**config.mk**
```make
export PLATFORM = sky130hd
export DESIGN_NAME = mem_arb_ctrl_flat
export DESIGN_NICKNAME = d
export VERILOG_FILES = /design/src/rtl/memctrl_pkg.sv /design/src/rtl/mem_arb_ctrl_if.sv /design/src/rtl/mem_byte_lane.sv /design/src/rtl/mem_arb_ctrl.sv /design/src/flat_wrapper.sv
export SDC_FILE = /design/constraint.sdc
export NUM_CORES = 1
export LEC_CHECK = 0
export BUFFER_PORTS_ARGS = -buffer_cell sky130_fd_sc_hd__buf_2
export CORE_ASPECT_RATIO = 0.8
export CORE_MARGIN = 1.5
export CORE_UTILIZATION = 35
export DETAILED_ROUTE_END_ITERATION = 8
export GPL_ROUTABILITY_DRIVEN = 0
export HOLD_SLACK_MARGIN = 0.08
export PLACE_DENSITY = 0.6
export SYNTH_ARGS = -nofsm -noshare
export SYNTH_HDL_FRONTEND = slang
export SYNTH_SLANG_ARGS = --single-unit
export TNS_END_PERCENT = 30
```
**constraint.sdc**
```tcl
create_clock -name clk -period 3.3 [get_ports clk]
set_input_delay 0 -clock clk [delete_from_list [all_inputs] [get_ports clk]]
set_output_delay 0 -clock clk [all_outputs]
set_load 0.005 [all_outputs]
```
**src/rtl/memctrl_pkg.sv**
```systemverilog
// Shared encodings for the byte-serial memory arbiter: FSM states, request
// opcodes, access sizes and RAM direction, plus the transfer-length helper.
package memctrl_pkg;

    typedef logic [2:0] state_t;

    localparam state_t ST_IDLE  = 3'd0;
    localparam state_t ST_LOAD  = 3'd1;
    localparam state_t ST_STORE = 3'd2;
    localparam state_t ST_FETCH = 3'd3;
    localparam state_t ST_DONE  = 3'd4;

    localparam logic [1:0] RW_NONE  = 2'b00;
    localparam logic [1:0] RW_LOAD  = 2'b01;
    localparam logic [1:0] RW_STORE = 2'b10;

    localparam logic [1:0] SZ_BYTE = 2'd0;
    localparam logic [1:0] SZ_HALF = 2'd1;
    localparam logic [1:0] SZ_WORD = 2'd2;
    localparam logic [1:0] SZ_FULL = 2'd3;

    localparam logic RAM_READ  = 1'b1;
    localparam logic RAM_WRITE = 1'b0;

    // Bytes moved for a MEM access, never more than the data path holds.
    function automatic int unsigned xfer_len(input logic [1:0] size, input int unsigned nb);
        int unsigned n;
        case (size)
            SZ_BYTE: n = 1;
            SZ_HALF: n = 2;
            SZ_WORD: n = 4;
            default: n = nb;
        endcase
        return (n > nb) ? nb : n;
    endfunction

endpackage

```
**src/rtl/mem_arb_ctrl_if.sv**
```systemverilog
// Request/response and RAM-side signals of the memory arbiter, bundled so the
// controller takes one port; slave is the controller, master its environment.
interface mem_arb_ctrl_if #(
    parameter int ADDR_W = 32,
    parameter int DATA_W = 32
);
    logic              if_req;
    logic [ADDR_W-1:0] if_addr;
    logic              if_flush;
    logic              if_done;
    logic [DATA_W-1:0] if_inst;

    logic [1:0]        mem_rw;
    logic [ADDR_W-1:0] mem_addr;
    logic [DATA_W-1:0] mem_wdata;
    logic [1:0]        mem_size;
    logic              mem_done;
    logic [DATA_W-1:0] mem_rdata;

    logic [7:0]        ram_din;
    logic              ram_rw;
    logic [ADDR_W-1:0] ram_addr;
    logic [7:0]        ram_dout;

    modport slave (
        input  if_req, if_addr, if_flush, mem_rw, mem_addr, mem_wdata, mem_size, ram_din,
        output if_done, if_inst, mem_done, mem_rdata, ram_rw, ram_addr, ram_dout
    );

    modport master (
        output if_req, if_addr, if_flush, mem_rw, mem_addr, mem_wdata, mem_size, ram_din,
        input  if_done, if_inst, mem_done, mem_rdata, ram_rw, ram_addr, ram_dout
    );
endinterface

```
**src/rtl/mem_byte_lane.sv**
```systemverilog
// Byte serialiser: issues one RAM byte per cycle, shifts out store data and
// assembles read bytes into their lanes RAM_RD_LAT cycles after issue.
module mem_byte_lane #(
    parameter int DATA_W     = 32,
    parameter int RAM_RD_LAT = 1,
    localparam int NB        = DATA_W / 8,
    localparam int CW        = $clog2(NB + 1)
) (
    input  logic              clk,
    input  logic              rst,
    input  logic              start_i,
    input  logic              clear_i,
    input  logic              is_write_i,
    input  logic [CW-1:0]     n_i,
    input  logic [DATA_W-1:0] wdata_i,
    input  logic [7:0]        ram_din_i,
    output logic              issue_o,
    output logic [CW-1:0]     issue_idx_o,
    output logic              last_o,
    output logic [7:0]        dout_o,
    output logic [DATA_W-1:0] data_o
);
    logic                  active_q;
    logic                  wr_q;
    logic [CW-1:0]         n_q, iss_q, rcv_q;
    logic [RAM_RD_LAT-1:0] pend_q, pend_d;
    logic [DATA_W-1:0]     dat_q;
    logic                  rx_vld;

    assign issue_o     = active_q && (iss_q < n_q);
    assign issue_idx_o = iss_q;
    assign rx_vld      = active_q && !wr_q && pend_q[RAM_RD_LAT-1];
    assign last_o      = wr_q ? (issue_o && iss_q == n_q - 1'b1)
                              : (rx_vld && rcv_q == n_q - 1'b1);
    assign dout_o      = dat_q[7:0];
    assign data_o      = dat_q;

    // pend_q tracks in-flight reads; its top bit marks the byte arriving now.
    always_comb begin
        pend_d    = pend_q << 1;
        pend_d[0] = issue_o && !wr_q;
    end

    // NOTE: dat_q is pure datapath, overwritten at every start and only
    // observed after a completed transfer, so it carries no reset.
    always_ff @(posedge clk) begin
        if (start_i) begin
            dat_q <= is_write_i ? wdata_i : '0;
        end else if (active_q) begin
            if (wr_q && issue_o) dat_q <= dat_q >> 8;
            if (rx_vld)          dat_q[{rcv_q, 3'b000} +: 8] <= ram_din_i;
        end
    end

    always_ff @(posedge clk) begin
        if (rst || clear_i) begin
            active_q <= 1'b0;
            wr_q     <= 1'b0;
            n_q      <= '0;
            iss_q    <= '0;
            rcv_q    <= '0;
            pend_q   <= '0;
        end else if (start_i) begin
            active_q <= 1'b1;
            wr_q     <= is_write_i;
            n_q      <= n_i;
            iss_q    <= '0;
            rcv_q    <= '0;
            pend_q   <= '0;
        end else if (active_q) begin
            pend_q <= pend_d;
            if (issue_o) iss_q <= iss_q + 1'b1;
            if (rx_vld)  rcv_q <= rcv_q + 1'b1;
            if (last_o)  active_q <= 1'b0;
        end
    end
endmodule

```
**src/rtl/mem_arb_ctrl.sv**
```systemverilog
// Arbiter and FSM sharing one byte-wide RAM port between instruction fetch
// and the MEM stage (MEM first), with fetch abort on flush.
module mem_arb_ctrl
    import memctrl_pkg::*;
#(
    parameter int ADDR_W     = 32,
    parameter int DATA_W     = 32,
    parameter int RAM_RD_LAT = 1
) (
    input logic          clk,
    input logic          rst,
    mem_arb_ctrl_if.slave bus
);
    localparam int NB = DATA_W / 8;
    localparam int CW = $clog2(NB + 1);

    state_t            state_q, state_d, own_q;
    logic [ADDR_W-1:0] addr_q;
    logic [DATA_W-1:0] if_inst_q, mem_rdata_q;

    logic              lane_start, lane_clear, lane_wr;
    logic [CW-1:0]     lane_n, lane_idx;
    logic              lane_issue, lane_last;
    logic [7:0]        lane_dout;
    logic [DATA_W-1:0] lane_data;
    logic              ram_wr, if_fin, mem_fin, load_fin;

    mem_byte_lane #(
        .DATA_W     (DATA_W),
        .RAM_RD_LAT (RAM_RD_LAT)
    ) u_lane (
        .clk         (clk),
        .rst         (rst),
        .start_i     (lane_start),
        .clear_i     (lane_clear),
        .is_write_i  (lane_wr),
        .n_i         (lane_n),
        .wdata_i     (bus.mem_wdata),
        .ram_din_i   (bus.ram_din),
        .issue_o     (lane_issue),
        .issue_idx_o (lane_idx),
        .last_o      (lane_last),
        .dout_o      (lane_dout),
        .data_o      (lane_data)
    );

    // NOTE: every signal gets its default first so no path infers a latch.
    always_comb begin
        state_d    = state_q;
        lane_start = 1'b0;
        lane_clear = 1'b0;
        lane_wr    = 1'b0;
        lane_n     = CW'(NB);
        case (state_q)
            ST_IDLE: begin
                if (bus.mem_rw == RW_LOAD || bus.mem_rw == RW_STORE) begin
                    state_d    = (bus.mem_rw == RW_LOAD) ? ST_LOAD : ST_STORE;
                    lane_start = 1'b1;
                    lane_wr    = (bus.mem_rw == RW_STORE);
                    lane_n     = CW'(xfer_len(bus.mem_size, NB));
                end else if (bus.if_req && !bus.if_flush) begin
                    state_d    = ST_FETCH;
                    lane_start = 1'b1;
                end
            end
            ST_LOAD, ST_STORE: if (lane_last) state_d = ST_DONE;
            ST_FETCH: begin
                if (bus.if_flush) begin
                    state_d    = ST_IDLE;
                    lane_clear = 1'b1;
                end else if (lane_last) begin
                    state_d = ST_DONE;
                end
            end
            default: state_d = ST_IDLE;
        endcase
    end

    // A flush in the fetch DONE cycle drops the pulse and keeps the old word.
    assign if_fin   = (state_q == ST_DONE) && (own_q == ST_FETCH) && !bus.if_flush;
    assign mem_fin  = (state_q == ST_DONE) && (own_q != ST_FETCH);
    assign load_fin = mem_fin && (own_q == ST_LOAD);

    // NOTE: sequential state uses non-blocking assignments only.
    always_ff @(posedge clk) begin
        if (rst) begin
            state_q     <= ST_IDLE;
            own_q       <= ST_IDLE;
            addr_q      <= '0;
            if_inst_q   <= '0;
            mem_rdata_q <= '0;
        end else begin
            state_q <= state_d;
            if (lane_start) begin
                own_q  <= state_d;
                addr_q <= (state_d == ST_FETCH) ? bus.if_addr : bus.mem_addr;
            end
            if (if_fin)   if_inst_q   <= lane_data;
            if (load_fin) mem_rdata_q <= lane_data;
        end
    end

    assign ram_wr        = lane_issue && (own_q == ST_STORE);
    assign bus.ram_rw    = ram_wr ? RAM_WRITE : RAM_READ;
    assign bus.ram_addr  = lane_issue ? addr_q + ADDR_W'(lane_idx) : '0;
    assign bus.ram_dout  = ram_wr ? lane_dout : 8'h00;
    assign bus.if_done   = if_fin;
    assign bus.if_inst   = if_fin ? lane_data : if_inst_q;
    assign bus.mem_done  = mem_fin;
    assign bus.mem_rdata = load_fin ? lane_data : mem_rdata_q;
endmodule

```
**src/flat_wrapper.sv**
```systemverilog
// flat-port wrapper written by rule: the top's interface ports become plain ports
module mem_arb_ctrl_flat import memctrl_pkg::*;
#(
    parameter int ADDR_W     = 32,
    parameter int DATA_W     = 32,
    parameter int RAM_RD_LAT = 1
)
  (clk, rst, bus_if_req, bus_if_addr, bus_if_flush, bus_mem_rw, bus_mem_addr, bus_mem_wdata, bus_mem_size, bus_ram_din, bus_if_done, bus_if_inst, bus_mem_done, bus_mem_rdata, bus_ram_rw, bus_ram_addr, bus_ram_dout);
  mem_arb_ctrl_if #(.ADDR_W(ADDR_W), .DATA_W(DATA_W)) bus_i ();
  input logic clk;
  input logic rst;
  input wire logic [$bits(bus_i.if_req)-1:0] bus_if_req;
  input wire logic [$bits(bus_i.if_addr)-1:0] bus_if_addr;
  input wire logic [$bits(bus_i.if_flush)-1:0] bus_if_flush;
  input wire logic [$bits(bus_i.mem_rw)-1:0] bus_mem_rw;
  input wire logic [$bits(bus_i.mem_addr)-1:0] bus_mem_addr;
  input wire logic [$bits(bus_i.mem_wdata)-1:0] bus_mem_wdata;
  input wire logic [$bits(bus_i.mem_size)-1:0] bus_mem_size;
  input wire logic [$bits(bus_i.ram_din)-1:0] bus_ram_din;
  output wire logic [$bits(bus_i.if_done)-1:0] bus_if_done;
  output wire logic [$bits(bus_i.if_inst)-1:0] bus_if_inst;
  output wire logic [$bits(bus_i.mem_done)-1:0] bus_mem_done;
  output wire logic [$bits(bus_i.mem_rdata)-1:0] bus_mem_rdata;
  output wire logic [$bits(bus_i.ram_rw)-1:0] bus_ram_rw;
  output wire logic [$bits(bus_i.ram_addr)-1:0] bus_ram_addr;
  output wire logic [$bits(bus_i.ram_dout)-1:0] bus_ram_dout;
  assign bus_i.if_req = bus_if_req;
  assign bus_i.if_addr = bus_if_addr;
  assign bus_i.if_flush = bus_if_flush;
  assign bus_i.mem_rw = bus_mem_rw;
  assign bus_i.mem_addr = bus_mem_addr;
  assign bus_i.mem_wdata = bus_mem_wdata;
  assign bus_i.mem_size = bus_mem_size;
  assign bus_i.ram_din = bus_ram_din;
  assign bus_if_done = bus_i.if_done;
  assign bus_if_inst = bus_i.if_inst;
  assign bus_mem_done = bus_i.mem_done;
  assign bus_mem_rdata = bus_i.mem_rdata;
  assign bus_ram_rw = bus_i.ram_rw;
  assign bus_ram_addr = bus_i.ram_addr;
  assign bus_ram_dout = bus_i.ram_dout;
  mem_arb_ctrl #(.ADDR_W(ADDR_W), .DATA_W(DATA_W), .RAM_RD_LAT(RAM_RD_LAT)) u_core (.clk(clk), .rst(rst), .bus(bus_i));
endmodule
```
* Word-level counts from Yosys, hierarchy flattened
Cells that the tools add are included.
Word-level totals: logic and storage cells 96, memories kept 0, output and inout bits 107, ROM bits 0, latch bits 0, input bits 112, bits in writable memories 0, flip-flop bits (word level) 146
Operators by class: multiply operators 0, equality and inequality tests 14, div/mod/pow operators 0, shift operators 2, add/sub/neg operators 5, reductions and logical operators 24, $lt $le $gt $ge 2, muxes and demuxes 37, bitwise gates (word level) 0
Operator list (count):
- 2-to-1 mux 32 bit | 13
- adder 32 x 3 -> 32 bit | 1
- bitwise mux 32 bit | 1
- greater-than comparator 32 x 3 -> 1 bit, second input constant | 1
- variable shift 8 x 8 -> 32 bit, first input constant | 1
- variable part select 8 x 8 -> 32 bit | 1
- 2-to-1 mux 3 bit | 7
- == test 3 x 2 -> 1 bit, second input constant | 5
- logical AND 1 bit | 13
- 2-to-1 mux 1 bit | 12
- one-hot mux 3 bit (3 select lines) | 1
- 2-to-1 mux 8 bit | 1
- negator 6 -> 8 bit | 1
- adder 3 x 1 -> 3 bit, second input constant | 2
- == test 3 x 1 -> 1 bit, second input constant | 2
- == test 3 bit | 2
- one-hot mux 3 bit (2 select lines) | 1
- == test 2 x 1 -> 1 bit, second input constant | 2
- AND reduction 2 bit | 2
- OR reduction 2 bit | 2
- == test 3 bit, second input constant | 1
- zero test 3 bit | 1
- less-than comparator 3 bit | 1
- inequality test 3 x 2 -> 1 bit, second input constant | 1
- other kinds (7) | 9

* Depth between registers and ports, before layout
Gate-level depths: netlist (run 1).
depth after elaboration 10, depth in mapped cells 8, mapped depth without buffers 8

* Modules after synthesis
From an unflattened synthesis (run 1), not the netlist that was laid out.
Second synthesis, totals: cells, all modules 792, area total of the unflattened synthesis 8022.7 um^2
By module, submodules not included:
- mem_arb_ctrl | cells each 549, area each 5395.2 um^2, sequential area each 2042.0 um^2, instances 1
- mem_byte_lane | cells each 243, area each 2627.5 um^2, sequential area each 1201.2 um^2, instances 1

* Least setup slack after synthesis (run 1)
Ideal clock, no wire load.
path type reg2reg, from register u_core.u_lane.n_q[2], to register u_core.u_lane.dat_q[22] (netlist: u_core.u_lane.data_o[22]), data pin, data required time 3039 ps, setup time 261 ps, cell stages (with the launch flop) 8, clock period less this slack 2340 ps, path buffers 1, slack 960 ps, arrival 2078 ps, cell sequence dfxtp_1 -> inv_1 -> ha_1 -> and3b_1 -> a2111oi_4 -> clkbuf_1 -> mux2i_1 -> o21ai_1
Between the ends: cells in the longest elaborated chain, start to end 10
Ends and longest elaborated chain:
- start: declaration | line mem_byte_lane.sv:25 | logic [CW-1:0] n_q, iss_q, rcv_q;
- start signal: assignment | line mem_byte_lane.sv:66 | n_q <= n_i;
- less-than comparator 3 bit (*) | line mem_byte_lane.sv:30 | assign issue_o = active_q && (iss_q < n_q);
- logical AND 1 bit (*) | line mem_byte_lane.sv:30
- logical AND 1 bit (*) | line mem_byte_lane.sv:50 | if (wr_q && issue_o) dat_q <= dat_q >> 8;
- 2-to-1 mux 32 bit (*) | line mem_byte_lane.sv:50
- 2-to-1 mux 32 bit (*) | line mem_byte_lane.sv:49 | end else if (active_q) begin
- 2-to-1 mux 32 bit (*) | line mem_byte_lane.sv:47 | if (start_i) begin
- bitwise mux 32 bit | line mem_byte_lane.sv:51 | if (rx_vld) dat_q[{rcv_q, 3'b000} +: 8] <= ram_din_i;
- 2-to-1 mux 32 bit (*) | line mem_byte_lane.sv:51
- 2-to-1 mux 32 bit (*) | line mem_byte_lane.sv:49
- 2-to-1 mux 32 bit (*) | line mem_byte_lane.sv:47
- end signal: assignment | line mem_byte_lane.sv:48 | dat_q <= is_write_i ? wdata_i : '0;
- end signal: assignment | line mem_byte_lane.sv:50
- end signal: indexed assignment | line mem_byte_lane.sv:51
- end: declaration | line mem_byte_lane.sv:27 | logic [DATA_W-1:0] dat_q;
Every way passes the cells marked *; elsewhere a longest branch is shown, timed or not. The select of a mux whose other input is x is not followed. A chain may end at the register's enable or synchronous reset.

* Final worst setup path (run 1)
from register u_core.u_lane.rcv_q[0], to register u_core.u_lane.dat_q[15] (netlist: u_core.u_lane.data_o[15]), data pin
Between the ends: cells in the longest elaborated chain, start to end 6, elaborated cells between the ends (all ways) 7, those cells by class 1 x add/sub; 2 x shift; 4 x mux
Ends and longest elaborated chain:
- start: declaration | line mem_byte_lane.sv:25
- start signal: assignment | line mem_byte_lane.sv:73 | if (rx_vld) rcv_q <= rcv_q + 1'b1;
- negator 6 -> 8 bit (*) | line mem_byte_lane.sv:51
- variable part select 8 x 8 -> 32 bit or variable shift 8 x 8 -> 32 bit (tied branches) | line mem_byte_lane.sv:51
- bitwise mux 32 bit (*) | line mem_byte_lane.sv:51
- 2-to-1 mux 32 bit (*) | line mem_byte_lane.sv:51
- 2-to-1 mux 32 bit (*) | line mem_byte_lane.sv:49
- 2-to-1 mux 32 bit (*) | line mem_byte_lane.sv:47
Marked as above.

==> results of run 1 <==
==> kinds of logic (layout without fill, tap and decap cells) <==
| logic type | after synthesis | count (layout) |
|---|---|---|
| flops | 146 | 146 |
| compound gates | 139 | 139 |
| mux | 113 | 113 |
| xor+xnor | 36 | 36 |
| fa+ha+maj | 17 | 17 |
| simple gates | 274 | 274 |
| buf+inv | 71 | 421 |
==> sequential cells by signal, summed over array words and instances (netlist names) <==
name / cells
u_core.u_lane.pend_q: 1
u_core.u_lane.data_o: 32
u_core.mem_rdata_q: 32
u_core.state_q: 3
u_core.u_lane.n_q: 3
u_core.u_lane.rcv_q: 3
u_core.addr_q: 32
u_core.u_lane.active_q: 1
u_core.u_lane.wr_q: 1
u_core.if_inst_q: 32
u_core.u_lane.issue_idx_o: 3
u_core.own_q: 3
==> layout make-up <==
type                       instances  area share
clock buffer                      19      0.0397
clock inverter                    13      0.0117
tap                              275      0.0316
multi-input combinational        579       0.377
timing repair buffer             368       0.235
inverter                          21     0.00723
sequential                       146       0.297
==> power by group through the flow <==
stage / combinational (mW) / clock (mW) / sequential [mW]
floorplan: 0.741 / 0 / 2.41
global placement: 0.988 / 0 / 2.58
detailed placement: 1.01 / 0 / 2.58
CTS: 1.28 / 1.91 / 2.55
global route: 1.44 / 1.99 / 2.59
finish: 1.29 / 1.87 / 2.55
==> timing repair <==
item,in CTS,in global routing
hold buffers,137,0
setup endpoints to repair,0,25
gates resized for setup,0,4
setup buffers,0,0
hold endpoints to repair,73,0
==> worst max-delay path: stages (launching register included) <==
cell and delay, ps:
dfxtp_1 530, inv_1 160, ha_1 230, ha_1 360, nand3_1 340, nor2_2 440, a21oi_1 120, a31oi_1 200
dlygate4sd3_1 580
==> layer usage <==
layer / routed length, µm / GRT usage
met5: 0 / 0
met4: 340 / 0.0541
met3: 1300 / 0.0481
met2: 10600 / 0.340
met1: 10600 / 0.269
==> cells in the final DEF (no fill, tap or decap), types with 4 or more instances in the layout <==
cell type / instances
nor2_1: 80
inv_6: 5
and4_1: 4
nand3_1: 17
o21ai_1: 17
mux2_2: 59
nor4_1: 11
nand4_1: 5
a21oi_1: 37
nor3_1: 13
ha_1: 15
dfxtp_1: 114
a31oi_1: 10
and2_1: 15
clkbuf_16: 17
mux2_1: 5
inv_1: 20
nand2b_1: 7
dlygate4sd3_1: 137
xnor2_1: 28
edfxtp_1: 32
xor2_1: 8
a211oi_1: 33
nand2_1: 37
a221oi_1: 8
buf_2: 217
mux2i_1: 49
or3_1: 6
buf_4: 14
a22oi_1: 17
nor2b_1: 65
==> worst paths after layout <==
| path | start | endpoint | slack, ps | depth (start not counted) |
|---|---|---|---|---|
| max | u_core.u_lane.rcv_q[0] | u_core.u_lane.data_o[15] | 220 | 8 |
| min | bus_mem_rw[1] | u_core.state_q[1] | 180 | 6 |
| max reg2reg | u_core.u_lane.rcv_q[0] | u_core.u_lane.data_o[15] | 220 | 8 |
| min reg2reg | u_core.u_lane.pend_q | u_core.u_lane.pend_q | 490 | 2 |
==> qor.yml, run 1 <==
status: "finished clean"
synth_area_leaders: "dfxtp_1 (30%), edfxtp_1 (13%), mux2_2 (8.7%), mux2i_1 (6.5%), nor2b_1 (5.3%)"
synth_top_family_by_area: "simple AND/OR/NAND/NOR gates"
htreeDepth: 4
fin_area_um2: 10900
vias: 7143
yosysTopAreaCellShare: 0.300
drtIter0Drc: 416
grt_pass1_vias: 7086
fin_crit_sh: 0.934
clk_latency_ps: 420
finalHoldViolations: 0
dp_slack_ps: 728
slew_violations: 0
tightest_slew_ps: 778
clkPwrFrac: 0.327
wirelength_um: 22800
ys_ff_latch: 146
setup_violations: 0
initial_core_util: 0.355
grt_overflow_total: 0
place_inst: 1252
ant_nets: 0
rows: 48
drt_pass1_iterations: 5
crit_type: "register to register"
yosysMostFrequentCell: "dfxtp_1"
ys.flop_type: "dfxtp_1"
power_frac_comb: 0.226
ys_seq_area_frac: 0.427
stdcell_count: 1421
place_area_um2: 8960
swShare: 0.318
powerDensity_nw_per_um2: 523
grt_pass1_wl_um: 36600
hold_path_class: "input pin to register"
p_leak_nw: 4.67
ir_worst_vdd_v: 0.000384
synth_cell_types: 47
n_antenna_cell: 0
syn_to_final_growth_pct: 43.4
async_flop_share: 0
grt_max_degree: 69
yosysWarnings: 0
p_total_mw: 5.70
clkTransAtPathRegs_ps: 70
intPower_mw: 3.89
synth_compound_area_frac: 0.122
endpoint_kind: "register"
relSlewSlack: 0.479
register_area_um2: 3240
n_fill_cell: 2004
fp.dieW_um: 168
clockRootBuffer: "clkbuf_16"
timing.setup.tns_ps: 0
grt.total_usage: 0.205
dp_hpwl_um: 15100
start_kind: "register"
seqPwrFrac: 0.447
syn_nets: 925
rsz0062_at_grt: "no"
pin_count: 219
hold_ws_ps: 181
cts_num_sinks: 146
detail_route.wl_per_cell_um: 16.0
multi_input_area_um2: 4110
cts_tree: "built"
fmax_mhz: 324
p_switching_mw: 1.81
cts_made_buffers: 17
cp.required_ps: 3590
clock-skew-final_ps: 9.10
die_area_um2: 22600
synthXorXnorAreaFrac: 0.0415
port_buffers: 218
cap_violations: 0
period_needed_ps: 3080
route.detailed.drc: 0
cp_max_fo: 9
via_per_inst: 5.03
fin_nets: 1262
final_core_utilization: 0.509
synthAdderAreaFrac: 0.0290
synth_top_cell_by_area: "dfxtp_1"
coreArea_um2: 21400
synth.top_cells.by_count: "dfxtp_1 (114), nor2_1 (82), nor2b_1 (65), mux2_2 (59), mux2i_1 (49)"
synthMuxAreaShare: 0.159
fp.dieH_um: 135
cp_data_arrival_time_ps: 3370
drive_gt1_frac: 0.290
final.setup.worst_slack_ps: 218
clk_path_buf_depth: 2
synth_edf_count: 32
synth_area_um2: 7600
synthSimpleGateAreaFrac: 0.185
netlist_instances: 796
antenna_found_initial: 0
syn_area_per_cell_um2: 9.55
Power figures use the tool's default switching activity.
==> run 2: changes to the inputs <==
Settings changed: CTS_CLUSTER_SIZE set to 12, RECOVER_POWER set to 100.
Clock period 3.3 ns to 3.5 ns, I/O delays scaled along.
==> qor.yml, run 2 (synthesis results as in run 1) <==
relSlewSlack: 0.125
fp.dieW_um: 168
cts_made_buffers: 17
cap_violations: 0
timing.setup.tns_ps: 0
powerDensity_nw_per_um2: 506
hold_path_class: "input pin to register"
syn_to_final_growth_pct: 41.8
ant_nets: 0
grt.total_usage: 0.202
endpoint_kind: "register"
initial_core_util: 0.355
fp.dieH_um: 135
layout_common_cells: "buf_2 (159), dlygate4sd3_1 (135), dfxtp_1 (114), nor2_1 (82), nor2b_1 (65)"
clk_path_buf_depth: 2
n_fill_cell: 2020
cts_num_sinks: 146
period_needed_ps: 3330
intPower_mw: 3.75
port_buffers: 218
grt_pass1_vias: 6903
detail_route.wl_per_cell_um: 16.1
wirelength_um: 22800
crit_slowest_cell: "nor3_1"
pin_count: 219
grt_pass1_wl_um: 35900
drtIter0Drc: 401
antenna_found_initial: 1
reg2reg_slack_ps: 170
htreeDepth: 4
slew_violations: 0
setup_violations: 0
via_per_inst: 5.08
crit_path_cell_trace: "inv_1, ha_1, ha_1, nand3_1, nor3_1, a22oi_1, dlygate4sd3_1, o21ai_1"
clk_latency_ps: 430
status: "finished clean"
die_area_um2: 22600
tightest_slew_ps: 1310
path_common_cell: "ha_1"
seqPwrFrac: 0.441
vias: 7192
critPathMaxStageDelay_ps: 820
p_leak_nw: 4.42
fin_crit_sh: 0.952
r2r-start: "u_core.u_lane.rcv_q[0]"
swShare: 0.312
final_core_utilization: 0.503
clock-skew-final_ps: 13.4
drive_gt1_frac: 0.227
finalHoldViolations: 0
cp_max_fo: 9
rows: 48
path_buf_inv: 2
power_frac_comb: 0.216
n_antenna_cell: 0
drt_pass1_iterations: 5
critPathTopFamily: "simple AND/OR/NAND/NOR gates"
crit_start: "u_core.u_lane.rcv_q[0]"
rsz0062_at_grt: "no"
p_switching_mw: 1.70
crit_type: "register to register"
p_total_mw: 5.45
hold_ws_ps: 96.9
fin_nets: 1258
coreArea_um2: 21400
cp_data_arrival_time_ps: 3600
clkPwrFrac: 0.343
hold_start: "rst"
dp_hpwl_um: 15100
route.detailed.drc: 0
start_kind: "register"
clkTransAtPathRegs_ps: 60
fmax_mhz: 300
cts_tree: "built"
ir_worst_vdd_v: 0.000406
grt_max_degree: 69
final_common_cell: "buf_2"
cp.required_ps: 3770
clockRootBuffer: "clkbuf_16"
grt_overflow_total: 0
[run 2: changes by cell type in the layout (fill, tap and decap cells not counted), sizes merged]
cell / previous run / this run
clkinv: 4 / 2
inv: 26 / 27
bufinv: 1 / 2
dlygate4sd3: 137 / 135
clkbuf: 19 / 82
buf: 231 / 166
[run 2: final timing paths]
kind | endpoint | cells after the start
hold / removal | u_core.own_q[0] | 2
setup reg to reg | u_core.u_lane.data_o[20] | 8
hold reg to reg | u_core.u_lane.pend_q | 2
setup / recovery | u_core.u_lane.data_o[20] | 8
[run 2: worst reg2reg max path: stages (launching register included)]
cell	delay, ps
dfxtp_1	520
inv_1	160
ha_1	230
ha_1	370
nand3_1	110
nor3_1	820
a22oi_1	250
dlygate4sd3_1	650
o21ai_1	80
[run 2: stage by stage]
stage	cell area, µm²	cells	worst slack, ps
global placement	8940	1250	1010
detailed placement	8940	1250	952
global route	10800	1417	48.3
finish	10800	1417	169
floorplan	7600	796	1160
CTS	10900	1417	336
[run 2: area by class of cell]
cell class | instances | area, µm² | share of cell area
multi-input combinational | 579 | 4080 | 0.378
sequential | 146 | 3240 | 0.301
timing repair buffer | 364 | 2440 | 0.226
clock buffer | 19 | 453 | 0.0420
tap | 275 | 344 | 0.0319
clock inverter | 13 | 146 | 0.0136
inverter | 21 | 78.8 | 0.00731
[run 2: per-layer routing]
metal | share of wire | up-vias | GRT usage
met1 | 0.46 | 3401 | 0.265
met5 | 0.00053 | - | 0
met3 | 0.056 | 36 | 0.0454
li1 | - | 3510 | -
met4 | 0.018 | 2 | 0.0646
met2 | 0.46 | 243 | 0.329
[run 2: timing repair]
| item | 4_1_cts | 5_1_grt |
|---|---|---|
| hold buffers | 135 | 0 |
| gates resized for setup | 0 | 0 |
| setup endpoints to repair | 0 | 0 |
| setup buffers | 0 | 0 |
| endpoints found under the hold margin | 72 | 0 |
[run 2: power groups by stage]
| stage | Combinational [mW] | Sequential, mW | Clock (mW) |
|---|---|---|---|
| 2_1_floorplan | 0.698 | 2.28 | 0 |
| 3_3_place_gp | 0.929 | 2.43 | 0 |
| 3_5_place_dp | 0.945 | 2.44 | 0 |
| 4_1_cts | 1.19 | 2.40 | 1.91 |
| 5_1_grt | 1.32 | 2.44 | 1.98 |
| 6_report | 1.18 | 2.41 | 1.87 |
==> run 3: changes to the inputs <==
Settings changed: BUFFER_PORTS_ARGS -buffer_cell sky130_fd_sc_hd__buf_2 to not set, CORE_UTILIZATION 35 to 60, DONT_BUFFER_PORTS set to 1, PLACE_DENSITY 0.6 to 0.79.
==> qor.yml, run 3 (synthesis results as in run 1) <==
status: "complete, but fails checks"
failed_checks: "DRC"
slew_violations: 0
final.setup.worst_slack_ps: 203
ir_worst_vdd_v: 0.000388
cts_tree: "built"
clk_latency_ps: 420
cts_num_sinks: 146
reg2reg_to: "u_core.u_lane.data_o[31]"
clk_path_buf_depth: 2
relSlewSlack: 0.0470
fmax_mhz: 303
final_common_cell: "dlygate4sd3_1"
start_kind: "register"
grt_pass1_vias: 6556
ant_nets: 0
p_leak_nw: 3.60
grt_pass1_wl_um: 34700
cp_data_arrival_time_ps: 3460
crit_slowest_cell: "dlygate4sd3_1"
place_inst: 925
swShare: 0.325
dp_slack_ps: 855
clkPwrFrac: 0.341
p_switching_mw: 1.70
cap_violations: 0
crit_path_cell_trace: "inv_1, ha_1, and3b_1, a2111oi_4, buf_4, a31oi_1, a221oi_1, nor2_1, dlygate4sd3_1"
cts_made_buffers: 17
grt.total_usage: 0.330
r2r-start: "u_core.u_lane.n_q[2]"
fin_crit_sh: 0.942
via_per_inst: 6.26
reg2reg_slack_ps: 200
drt_pass1_iterations: 8
rows: 36
fp.dieH_um: 104
clock-skew-final_ps: 17.4
period_needed_ps: 3300
setup_violations: 0
cp.required_ps: 3660
drtIter0Drc: 576
clkTransAtPathRegs_ps: 60
initial_core_util: 0.621
die_area_um2: 13400
postCtsSetupBuffers: 0
pin_count: 219
drive_gt1_frac: 0.0497
vias: 6745
min_path_cells: 6
fp.dieW_um: 129
tightest_slew_ps: 1430
grt_overflow_total: 0
cp_max_fo: 25
htreeDepth: 4
detail_route.wl_per_cell_um: 20.7
crit_type: "register to register"
dp_hpwl_um: 13700
layout_common_cells: "dlygate4sd3_1 (118), dfxtp_1 (114), nor2_1 (82), nor2b_1 (65), mux2_1 (64)"
stdcell_count: 1077
hold_path_class: "input pin to register"
route.detailed.drc: 3
clockRootBuffer: "clkbuf_16"
port_buffers: 0
timing.setup.tns_ps: 0
wirelength_um: 22300
finalHoldViolations: 0
power_frac_comb: 0.200
fin_nets: 1021
antenna_found_initial: 1
intPower_mw: 3.54
endpoint_kind: "register"
seqPwrFrac: 0.458
hold_start: "bus_mem_rw[1]"
rsz0062_at_grt: "no"
critPathMaxStageDelay_ps: 560
cts_resized: 0
hold_end: "u_core.state_q[0]"
powerDensity_nw_per_um2: 554
syn_to_final_growth_pct: 24.5
coreArea_um2: 12300
grt_max_degree: 106
r2r_cells: 9
==> run 3: worst max-delay path by stage <==
stage / startpoint / end / slack [ps] / depth (start not counted)
floorplan: u_core.u_lane.n_q[2] / u_core.u_lane.data_o[22] / 1160 / 7
global placement: u_core.u_lane.n_q[2] / u_core.u_lane.data_o[28] / 950 / 8
detailed placement: u_core.u_lane.n_q[2] / u_core.u_lane.data_o[30] / 850 / 8
CTS: u_core.u_lane.n_q[2] / u_core.u_lane.data_o[31] / 320 / 9
global route: u_core.u_lane.rcv_q[0] / u_core.u_lane.data_o[17] / 60 / 8
finish: u_core.u_lane.n_q[2] / u_core.u_lane.data_o[31] / 200 / 9
==> run 3: timing repair <==
item                                    4_1_cts  5_1_grt
endpoints found under the hold margin       139        0
hold buffers                                119        0
endpoints found under the setup margin        0        0
==> run 3: per-layer routing <==
layer / up-vias / track usage / wire, µm
met5: - / 0 / 0
met4: 0 / 0.137 / 810
met3: 78 / 0.0868 / 2300
met2: 446 / 0.565 / 10800
met1: 3184 / 0.389 / 8360
li1: 3037 / - / -
==> run 3: worst max-delay path: cells and delay by family (launching register included) <==
family          cells  cell delay [ps]
flops               1              350
fa+ha+maj           1              360
simple gates        2              360
buf+inv             3             1020
compound gates      3              930
==> run 3: power by group through the flow <==
stage               registers, mW  clock network [mW]  logic, mW
global route                 2.42                1.88       1.14
global placement             2.40                   0      0.782
CTS                          2.38                1.79       1.00
detailed placement           2.41                   0      0.826
floorplan                    2.28                   0      0.698
finish                       2.40                1.79       1.05
==> run 3: layout make-up <==
cell class	count	area, µm²
Inverter	21	78.8
Multi-Input combinational cell	579	4090
Clock inverter	14	141
Timing Repair Buffer	127	1250
Clock buffer	18	439
Fill cell	750	2790
Tap cell	171	214
Antenna cell	1	2.50
Sequential cell	146	3240
==> run 3: stage by stage <==
step	hold WS, ps	power (mW)	utilization	instance area (µm²)
after floorplan	148	2.97	-	7600
after global placement	77.8	3.18	0.628	7690
after detailed placement	80.2	3.24	0.628	7690
after CTS	112	5.17	0.774	9480
after global routing	177	5.44	0.773	9470
final	122	5.24	0.773	9470
